**config.mk**
```make
export PLATFORM = sky130hd
export DESIGN_NAME = cpu_key_driver
export DESIGN_NICKNAME = d
export VERILOG_FILES = /design/src/rtl/tow_pkg.sv /design/src/rtl/lfsr_gen.sv /design/src/rtl/cpu_key_driver.sv
export SDC_FILE = /design/constraint.sdc
export NUM_CORES = 1
export LEC_CHECK = 0
export ABC_AREA = 1
export CAP_MARGIN = 5
export CORE_MARGIN = 2
export CORE_UTILIZATION = 30
export CTS_BUF_LIST = sky130_fd_sc_hd__clkbuf_8
export CTS_CLUSTER_DIAMETER = 30
export DETAILED_ROUTE_END_ITERATION = 7
export PLACE_DENSITY = 0.63
export SKIP_LAST_GASP = 1
export SYNTH_ARGS = -nofsm -noshare
export SYNTH_HDL_FRONTEND = slang
export SYNTH_SLANG_ARGS = --single-unit
```
**constraint.sdc**
```tcl
create_clock -name clk -period 1.9 [get_ports clk]
set_clock_uncertainty 0.05 [all_clocks]
set_input_delay 0.38 -clock clk [delete_from_list [all_inputs] [get_ports clk]]
set_output_delay 0.38 -clock clk [all_outputs]
set_load 0.02 [all_outputs]
```
**src/rtl/tow_pkg.sv**
```systemverilog
// Shared types and constants for the tug-of-war game logic.
// Used by the CPU opponent and any other pseudo-random consumers.
package tow_pkg;

  typedef enum logic [1:0] {
    IDLE    = 2'd0,
    PRESS   = 2'd1,
    RELEASE = 2'd2
  } key_state_e;

  // x^10 + x^7 + 1 taken from bits 9 and 6 of a left-shifting register
  localparam logic [9:0] LFSR10_TAPS = 10'b10_0100_0000;
  localparam logic [9:0] LFSR10_SEED = 10'h001;

endpackage

```
**src/rtl/lfsr_gen.sv**
```systemverilog
// Fibonacci LFSR that shifts left and inserts the tap parity at bit 0.
// Free-running whenever out of reset.
module lfsr_gen
  import tow_pkg::*;
#(
  parameter int               WIDTH = 10,
  parameter logic [WIDTH-1:0] SEED  = LFSR10_SEED,
  parameter logic [WIDTH-1:0] TAPS  = LFSR10_TAPS
) (
  input  logic             clk,
  input  logic             reset,
  output logic [WIDTH-1:0] q
);

  // An all-zero seed would lock the register up forever
  if (SEED == '0) begin : g_bad_seed
    $error("lfsr_gen: SEED must be nonzero");
  end

  logic [WIDTH-1:0] q_q;
  logic [WIDTH-1:0] q_d;

  always_comb begin
    q_d = {q_q[WIDTH-2:0], ^(q_q & TAPS)};
  end

  always_ff @(posedge clk or negedge reset) begin
    if (!reset) begin
      q_q <= SEED;
    end else begin
      q_q <= q_d;
    end
  end

  assign q = q_q;

endmodule

```
**src/rtl/cpu_key_driver.sv**
```systemverilog
// Computer opponent: emits an active-low KEY-like waveform whose press
// rate is set by comparing a free-running LFSR against a difficulty value.
module cpu_key_driver
  import tow_pkg::*;
#(
  parameter int                    LFSR_WIDTH     = 10,
  parameter logic [LFSR_WIDTH-1:0] SEED           = LFSR10_SEED,
  parameter int                    PRESS_CYCLES   = 2,
  parameter int                    RELEASE_CYCLES = 2
) (
  input  logic                  clk,
  input  logic                  reset,
  input  logic                  enable,
  input  logic [LFSR_WIDTH-1:0] difficulty,
  output logic                  key_n,
  output logic                  press_pulse,
  output logic [LFSR_WIDTH-1:0] lfsr_q
);

  localparam int CNT_MAX = (PRESS_CYCLES > RELEASE_CYCLES) ? PRESS_CYCLES : RELEASE_CYCLES;
  localparam int CNT_W   = (CNT_MAX > 1) ? $clog2(CNT_MAX) : 1;
  localparam logic [CNT_W-1:0] PRESS_LOAD   = CNT_W'(PRESS_CYCLES - 1);
  localparam logic [CNT_W-1:0] RELEASE_LOAD = CNT_W'(RELEASE_CYCLES - 1);

  key_state_e       state_q, state_d;
  logic [CNT_W-1:0] cnt_q, cnt_d;
  logic             key_n_q, key_n_d;
  logic             pulse_q, pulse_d;
  logic             fire;

  lfsr_gen #(
    .WIDTH(LFSR_WIDTH),
    .SEED (SEED)
  ) u_lfsr (
    .clk  (clk),
    .reset(reset),
    .q    (lfsr_q)
  );

  assign fire = enable && (lfsr_q < difficulty);

  always_ff @(posedge clk or negedge reset) begin
    if (!reset) begin
      state_q <= IDLE;
      cnt_q   <= '0;
      key_n_q <= 1'b1;
      pulse_q <= 1'b0;
    end else begin
      state_q <= state_d;
      cnt_q   <= cnt_d;
      key_n_q <= key_n_d;
      pulse_q <= pulse_d;
    end
  end

  always_comb begin
    state_d = state_q;
    cnt_d   = cnt_q;
    unique case (state_q)
      IDLE: begin
        if (fire) begin
          state_d = PRESS;
          cnt_d   = PRESS_LOAD;
        end
      end
      PRESS: begin
        // Dropping enable aborts the press but still owes the full release gap
        if (!enable || cnt_q == '0) begin
          state_d = RELEASE;
          cnt_d   = RELEASE_LOAD;
        end else begin
          cnt_d = cnt_q - CNT_W'(1);
        end
      end
      RELEASE: begin
        if (cnt_q == '0) begin
          state_d = IDLE;
        end else begin
          cnt_d = cnt_q - CNT_W'(1);
        end
      end
      default: begin
        state_d = IDLE;
        cnt_d   = '0;
      end
    endcase
  end

  // Outputs are decoded from the next state so they register on the same edge
  always_comb begin
    key_n_d = (state_d != PRESS);
    pulse_d = (state_q == IDLE) && (state_d == PRESS);
  end

  assign key_n       = key_n_q;
  assign press_pulse = pulse_q;

endmodule

```
---- After elaboration in Yosys (flattened, before gate mapping) ----
Cells that the tools add are included.
word-level totals
  output and inout bits ................... 12
  word-level logic and storage cells ...... 27
  bits in registers ....................... 15
cells by class
  add/subtract/negate cells ............... 1
  reductions and logical operators ........ 6
  eq/ne operators ......................... 5
  magnitude comparators ................... 1
  bitwise operators ....................... 1
  multiplexer cells ....................... 8
operators by type and width
  operator                                        count
  less-than comparator 10 bit                     1
  parity 10 bit                                   1
  two-way mux 2 bit                               3
  case mux 2 bit (3 select lines)                 1
  == test 2 x 1 -> 1 bit (second input constant)  2
  two-way mux 1 bit                               3
  case mux 1 bit (3 select lines)                 1
  == test 2 bit (second input constant)           1
  logical AND 1 bit                               2
  logical NOT 2 bit                               1
  != test 2 x 1 -> 1 bit (second input constant)  1
  != test 2 bit (second input constant)           1
  logical NOT 1 bit                               1
  logical OR 1 bit                                1
  inverter 1 bit                                  1
  subtractor 1 bit (second input constant)        1

---- Longest topological paths before layout ----
Gate-level depths: netlist of run 1.
  word-level depth ........................ 6
  mapped depth ............................ 10

---- By module ----
From an unflattened synthesis of run 1, not the netlist that was laid out.
second synthesis, totals
  cells, all modules ...................... 91
  area, all modules ....................... 804.5 um2
by module, submodules not included
  module          sequential area each (um2)  area each (um2)  cells each  instances
  cpu_key_driver  126.4                       466.7            67          1
  lfsr_gen        251.5                       337.8            24          1

---- Worst setup path after synthesis of run 1 ----
OpenSTA, ideal clock, no wires.
  kind .................................... register to register
  start point ............................. register u_lfsr.q_q[9], in the netlist u_lfsr.q[9]
  end point ............................... register state_q[0]
  data required time ...................... 1.727 ns
  cell stages (with the launch flop) ...... 7
  setup slack ............................. 0.542 ns
  library setup time ...................... 0.123 ns
  buffers on the path ..................... 0
  arrival ................................. 1.186 ns
  clock period less this slack ............ 1.358 ns
  path through ............................ dfrtp_1 > ha_1 > nand2_1 > nor2_1 > nand3_1 > nand3_2 > nand2_2
on the way
  cells in the longest elaborated chain, start to end .. 4
RTL lines
  element                          line                  RTL
  from (decl)                      lfsr_gen.sv:20        logic [WIDTH-1:0] q_q;
  from (signal assigned)           lfsr_gen.sv:31        q_q <= q_d;
  less-than comparator 10 bit      cpu_key_driver.sv:40  assign fire = enable && (lfsr_q < difficulty);
  logical AND 1 bit                cpu_key_driver.sv:40
  two-way mux 2 bit                cpu_key_driver.sv:61  if (fire) begin
  case mux 2 bit (3 select lines)  cpu_key_driver.sv:59  unique case (state_q)
  net state_d[0]                   cpu_key_driver.sv:25  key_state_e state_q, state_d;
  to (signal assigned)             cpu_key_driver.sv:49  state_q <= state_d;
  to (decl)                        cpu_key_driver.sv:25
The timed path passes the listed nets, and every way through them passes these cells.
A chain may end at the register's enable or synchronous reset.

---- Final worst setup path of run 1 ----
  start point ............................. register u_lfsr.q_q[0], in the netlist u_lfsr.q[0]
  end point ............................... output lfsr_q[0]
RTL lines
  element    line                  RTL
  to (decl)  cpu_key_driver.sv:17  output logic [LFSR_WIDTH-1:0] lfsr_q
No word-level cell between the ends.

==> results of run 1 <==
[through the flow]
step	worst slack (ns)	hold WS (ns)	std cells	power [mW]	instance area (um^2)
after global placement	0.0916	0.338	133	0.620	1010
final	0.0886	0.352	137	0.872	1060
after CTS	0.0697	0.357	137	0.893	1060
after detailed placement	0.0712	0.342	133	0.633	1010
after floorplan	0.542	0.0344	87	0.538	795
after global routing	0.0463	0.374	137	0.945	1060
[state kept, by name, summed over array words and instances, names as in the netlist]
register	count
cnt_q	1
press_pulse	1
u_lfsr.q	10
key_n	1
state_q	2
[routing by layer]
metal | vias to the layer above | global-route usage [%] | wire, um
li1 | 288 | - | -
met5 | - | 0 | 0
met3 | 2 | 2.58 | 64
met4 | 0 | 5.23 | 9
met1 | 249 | 11.8 | 534
met2 | 14 | 16.3 | 675
[logic make-up after synthesis]
kind of cell,count (synthesis)
flops,15
fa+ha+maj,9
xor+xnor,1
compound gates,2
buf+inv,28
simple gates,32
[cells in the final DEF, fill, tap and decap left out]
master,synthesis,routed
a21oi_1,2,2
buf_4,9,1
clkbuf_8,0,3
clkdlybuf4s50_1,0,24
clkinv_2,0,1
dfrtp_1,13,13
dfstp_2,2,2
ha_1,9,9
inv_1,18,18
inv_2,1,1
nand2_1,20,20
nand2_2,1,1
nand3_1,3,3
nand3_2,2,2
nor2_1,3,3
nor2_2,3,3
xor2_1,1,1
[cell type report]
cell class | count | share of cell area [%]
multi-input combinational | 44 | 26.2
clock buffer | 3 | 3.90
sequential | 15 | 35.7
clock inverter | 1 | 0.473
tap | 30 | 3.55
inverter | 19 | 6.74
timing repair buffer | 25 | 23.4
[worst paths after layout]
| path | start | to | slack [ns] | cells past startpoint |
|---|---|---|---|---|
| max | u_lfsr.q[0] | lfsr_q[0] | 0.09 | 1 |
| min in group asynchronous | reset | u_lfsr.q[2] | 0.39 | 2 |
| min | u_lfsr.q[8] | u_lfsr.q[9] | 0.35 | 0 |
| min reg2reg | u_lfsr.q[8] | u_lfsr.q[9] | 0.35 | 0 |
| max in group asynchronous | reset | u_lfsr.q[0] | 1.16 | 2 |
| max reg2reg | u_lfsr.q[9] | state_q[0] | 0.54 | 6 |
[worst reg2reg max path, cell delays in order (launching register included)]
cell     delay (ns)
dfrtp_1        0.41
ha_1           0.31
nand2_1        0.07
nor2_1         0.14
nand3_1        0.10
nand3_2        0.09
nand2_2        0.06
[power breakdown]
group | internal (mW) | switching, mW
clock | 0.145 | 0.107
sequential | 0.373 | 0.0297
combinational | 0.101 | 0.116
total | 0.619 | 0.253
==> impl_results.md, run 1 <==
- Clock slew at reported path FFs: 0.06 ns
- Starting Density: 31.8%
- DR iter-0 viols: 7
- Die ar.: 0.00308 mm^2
- Top Ports: 25
- Synth Area in Adders: 14.2%
- Max-cap viol count: 0
- Max-slew headroom: 85.2%
- Core Area: 0.00250 mm^2
- Detail Route Antenna Nets: 0
- CTS Buffer Depth: 2
- Worst-Margin Slew: 0.222 ns
- Synthesized area: 795 um^2
- CTS tree: built
- Crit path capture type: output pin
- Placement Rows: 18
- Avg WL per Cell: 9.37 um
- Post-synth EDFFs: 0
- Cts bufs inserted: 3
- Drt first pass iters: 4
- Vias per cell: 4.04
- Multi-input gate area: 278 um^2
- Initial antenna violation count: 0
- Worst-Skew Late Latency: 0.24 ns
- Power per cell area: 824 mW/mm^2
- Final hold viol count: 0
- FFs w/ async S/R, synth: 100%
- Synth unique cells: 14
- Top cells by area, synth: dfrtp_1, ha_1, nand2_1, buf_4, inv_1
- Synth top cells by count: nand2_1, inv_1, dfrtp_1
- Avg Cell Area, Syn: 9.13 um^2
- Crit-path cells: clkdlybuf4s50_1
- Final period util: 95.3%
- Synth Area in XOR/XNOR: 1.10%
- Register Area: 378 um^2
- GRT Util Overall: 9.94%
- DR vias: 553
- Pin count of the biggest net entering global routing: 16
- Die height: 55.5 um
- Share of the synthesized area in the top cell type: 40.9%
- Synth Instances: 87
- Mux share of post-synthesis cell area: 0%
- Filler cells: 258
- CP max FO: 3
- CP Class: register to output pin
- GP Congestion: 0.692
- Post-layout util: 42.3%
- Slowest-stage cell, CP: clkdlybuf4s50_1
- Nets: 130
- Max Freq: 552 MHz
- # setup viols final: 0
- Setup TNS: 0 ns
- Die Wd: 55.5 um
- Port Buf Inserts: 24
- CP bufs+invs: 1
- CP required: 1.47 ns
- Worst hold path class: register to register
- Gr ovfl total: 0
- RSZ-0062 raised after global routing: false
- Diodes inserted: 0
- Main combinational cell family by area after synthesis: simple AND/OR/NAND/NOR gates
- # hold bufs at CTS: 0
- Peak VDD IR: 445 uV
- FF+latch count, synth: 15
- Clock sink count: 15
- Post-synthesis simple-gate area fraction: 18.4%
- Compound-gate portion of the synthesized area: 1.26%
- Clk root buf: clkbuf_8
- Synth Warn #: 0
- Number of buffers added for setup after CTS: 0
- First-pass GRT wire length: 2420 um
- Crit path max-delay family: buffers and inverters
- Max stage delay on crit path: 0.60 ns
- Syn-to-layout area delta: 33.2%
- Startpoint Class: register
- Layout cells sized above 1: 13.1%
- Status: finished, final reports clean
- Synthesized net count: 109
- DP HPWL: 1050 um
- Synth area leader: dfrtp_1
- LEAKAGE: 0.574 nW
- H-Tree Depth: 1
- Max Slew Vio Count: 0
- WP data arrival: 1.38 ns
- Number of remaining DRC errors: 0
- Most common cell in the netlist: nand2_1
- Min Clock Period, post-route: 1.81 ns
- Top FF cell, synth: dfrtp_1
- Post-Route WL: 1280 um
- Cts repair resizes: 0
- Vias in the first global route: 601
- Seq/Total Area, Yosys: 47.6%
Note: power is estimated with default switching activity, not from simulation.
==> inputs of run 2 (changes only) <==
--- a/config.mk
+++ b/config.mk
@@ -7,13 +7,15 @@
 export LEC_CHECK = 0
 export ABC_AREA = 1
 export CAP_MARGIN = 5
-export CORE_MARGIN = 2
+export CORE_MARGIN = 3
 export CORE_UTILIZATION = 30
 export CTS_BUF_LIST = sky130_fd_sc_hd__clkbuf_8
 export CTS_CLUSTER_DIAMETER = 30
 export DETAILED_ROUTE_END_ITERATION = 7
 export PLACE_DENSITY = 0.63
+export SKIP_CTS_REPAIR_TIMING = 1
 export SKIP_LAST_GASP = 1
 export SYNTH_ARGS = -nofsm -noshare
 export SYNTH_HDL_FRONTEND = slang
+export SYNTH_HIERARCHICAL = 1
 export SYNTH_SLANG_ARGS = --single-unit
==> run 2 against run 1 <==
Net effect:
- count of clock-buffer cells in the layout unchanged
- sequential power about the same
- via count increased by 8.9%
- largest power group unchanged
==> impl_results.md, run 2 <==
- Avg Cell Area, Syn: 8.84 um^2
- Flop pwr share: 46.3%
- Core Area: 0.00252 mm^2
- Pin count of the biggest net entering global routing: 16
- Die Wd: 57.8 um
- Compound-gate portion of the synthesized area: 1.24%
- First-pass GRT wire length: 2600 um
- Starting Density: 31.9%
- Port Buf Inserts: 24
- Commonest non-fill, non-tap cell in the layout: clkdlybuf4s50_1
- Status: finished, final reports clean
- Top cells by area, synth: dfrtp_1, ha_1, nand2_1, inv_1, buf_4
- FFs w/ async S/R, synth: 100%
- Crit path max-delay family: buffers and inverters
- Most frequent cells in the layout: clkdlybuf4s50_1, nand2_1, inv_1
- Final hold viol count: 0
- Internal power: 0.617 mW
- Layout cells sized above 1: 11.7%
- Switching power: 0.251 mW
- Max Slew Vio Count: 0
- Crit path capture type: output pin
- Placement Rows: 18
- Syn-to-layout area delta: 32.7%
- GRT Util Overall: 10.6%
- Number of remaining DRC errors: 0
- Max-slew headroom: 85.2%
- CTS Buffer Depth: 2
- DP Area: 0.00102 mm^2
- Final Cell Area: 0.00107 mm^2
- Max Freq: 546 MHz
- DR iter-0 viols: 4
- Worst hold path class: register to register
- Share of the synthesized area in the top cell type: 40.4%
- WP data arrival: 1.40 ns
- Post-Route WL: 1460 um
- Clock slew at reported path FFs: 0.06 ns
- CP max FO: 3
- Largest register FFs: 10
- Combinational fraction of design power: 25.2%
- Worst setup path endpoint: lfsr_q[0]
- Top FF cell, synth: dfrtp_1
- Synth area leader: dfrtp_1
- R2R Path Start: u_lfsr/q[9]
- H-Tree Depth: 1
- GP Congestion: 0.697
- LEAKAGE: 0.575 nW
- Most common cell in the netlist: nand2_1
- Synth Area in Adders: 14.0%
- Crit-path cells: clkdlybuf4s50_1
- Clk root buf: clkbuf_8
- Seq/Total Area, Yosys: 47.0%
- CP Class: register to output pin
- Worst-Skew Late Latency: 0.24 ns
- Final period util: 96.4%
- DR vias: 602
- Worst R2R Path Depth: 6
- FF+latch count, synth: 15
- Cts bufs inserted: 3
- Post-synthesis simple-gate area fraction: 19.6%
- Setup TNS: 0 ns
- Gr ovfl total: 0
- Worst-Margin Slew: 0.221 ns
- Detail Route Antenna Nets: 0
- CP bufs+invs: 1
- Peak VDD IR: 405 uV
- Min Clock Period, post-route: 1.83 ns
- Diodes inserted: 0
- Worst setup path startpoint: u_lfsr/q[0]
- Max-cap viol count: 0
- Die height: 57.8 um
- Filler cells: 281
- Post-synth EDFFs: 0
- Synthesized area: 805 um^2
- Synth Instances: 91
- CTS tree: built
- Top Ports: 25
- Max stage delay on crit path: 0.60 ns
- CP required: 1.47 ns
- Drt first pass iters: 2
- Vias in the first global route: 631
- Number of cells on the critical path: 1
- Synth Warn #: 6
- Clock sink count: 15
- # setup viols final: 0
- Synth top cells by count: nand2_1, inv_1, dfrtp_1
- Avg WL per Cell: 10.3 um
- Main combinational cell family by area after synthesis: simple AND/OR/NAND/NOR gates
- Switch share: 28.9%
- Mux share of post-synthesis cell area: 0%
- Vias per cell: 4.27
- DP HPWL: 1170 um
- Initial antenna violation count: 0
- RSZ-0062 raised after global routing: false
- Clock power frac: 28.5%
- Power per cell area: 813 mW/mm^2
- Slowest-stage cell, CP: clkdlybuf4s50_1
- Die ar.: 0.00334 mm^2
- Nets: 134
- Synthesized net count: 113
- Synth Area in XOR/XNOR: 0%
- Reg2reg end: state_q[0]
- Synth unique cells: 13
- R2r setup slk: 0.49 ns
- Startpoint Class: register
run 2: changes by cell type after synthesis:
cell | before | now
inv_1 | 18 | 20
xor2_1 | 1 | 0
nand2_1 | 20 | 23
run 2: through the flow:
stage                     cells  worst slack [ns]  utilization, %  hold slack (ns)  power, mW
after floorplan              91             0.540               -           0.0344      0.537
after global placement      137            0.0681            40.5            0.345      0.621
after detailed placement    137            0.0477            40.5            0.349      0.631
after CTS                   141            0.0580            42.3            0.360      0.885
after global routing        141            0.0189            42.3            0.372      0.940
final                       141            0.0676            42.3            0.354      0.867
run 2: how the worst min path moves through the flow:
| stage | start | end | slack, ns | depth (start not counted) |
|---|---|---|---|---|
| global route | u_lfsr/q[5] | u_lfsr/q[6] | 0.37 | 0 |
| finish | u_lfsr/q[5] | u_lfsr/q[6] | 0.35 | 0 |
| CTS | u_lfsr/q[5] | u_lfsr/q[6] | 0.36 | 0 |
| detailed placement | u_lfsr/q[5] | u_lfsr/q[6] | 0.35 | 0 |
| global placement | u_lfsr/q[1] | u_lfsr/q[2] | 0.34 | 0 |
| floorplan | reset | cnt_q | 0.03 | 0 |
run 2: layer usage:
layer	global-route usage (%)	wire, um	part of all wire, %
met5	0	0	0
met4	6.95	31	2.1
met3	2.90	104	7.1
met2	16.6	664	46
met1	12.7	657	45
run 2: final cells by class:
cell class / instances / area, um^2 / area share [%]
clock buffer: 3 / 41.3 / 3.87
clock inverter: 1 / 3.75 / 0.352
inverter: 21 / 78.8 / 7.39
multi-input combinational: 46 / 280 / 26.3
sequential: 15 / 378 / 35.4
tap: 30 / 37.5 / 3.52
timing repair buffer: 25 / 248 / 23.2
run 2: power groups by stage:
stage / logic, mW / registers, mW / clock network [mW]
4_1_cts: 0.224 / 0.403 / 0.258
6_report: 0.218 / 0.402 / 0.247
3_5_place_dp: 0.223 / 0.409 / 0
5_1_grt: 0.250 / 0.412 / 0.277
3_3_place_gp: 0.216 / 0.406 / 0
2_1_floorplan: 0.111 / 0.426 / 0
run 2: cell families (layout without fill, tap and decap cells):
family	after synthesis	after routing
buffers and inverters	30	50
adders and majority gates	9	9
DFF	15	15
AOI/OAI and AO/OA	2	2
and+or+nand+nor	35	35
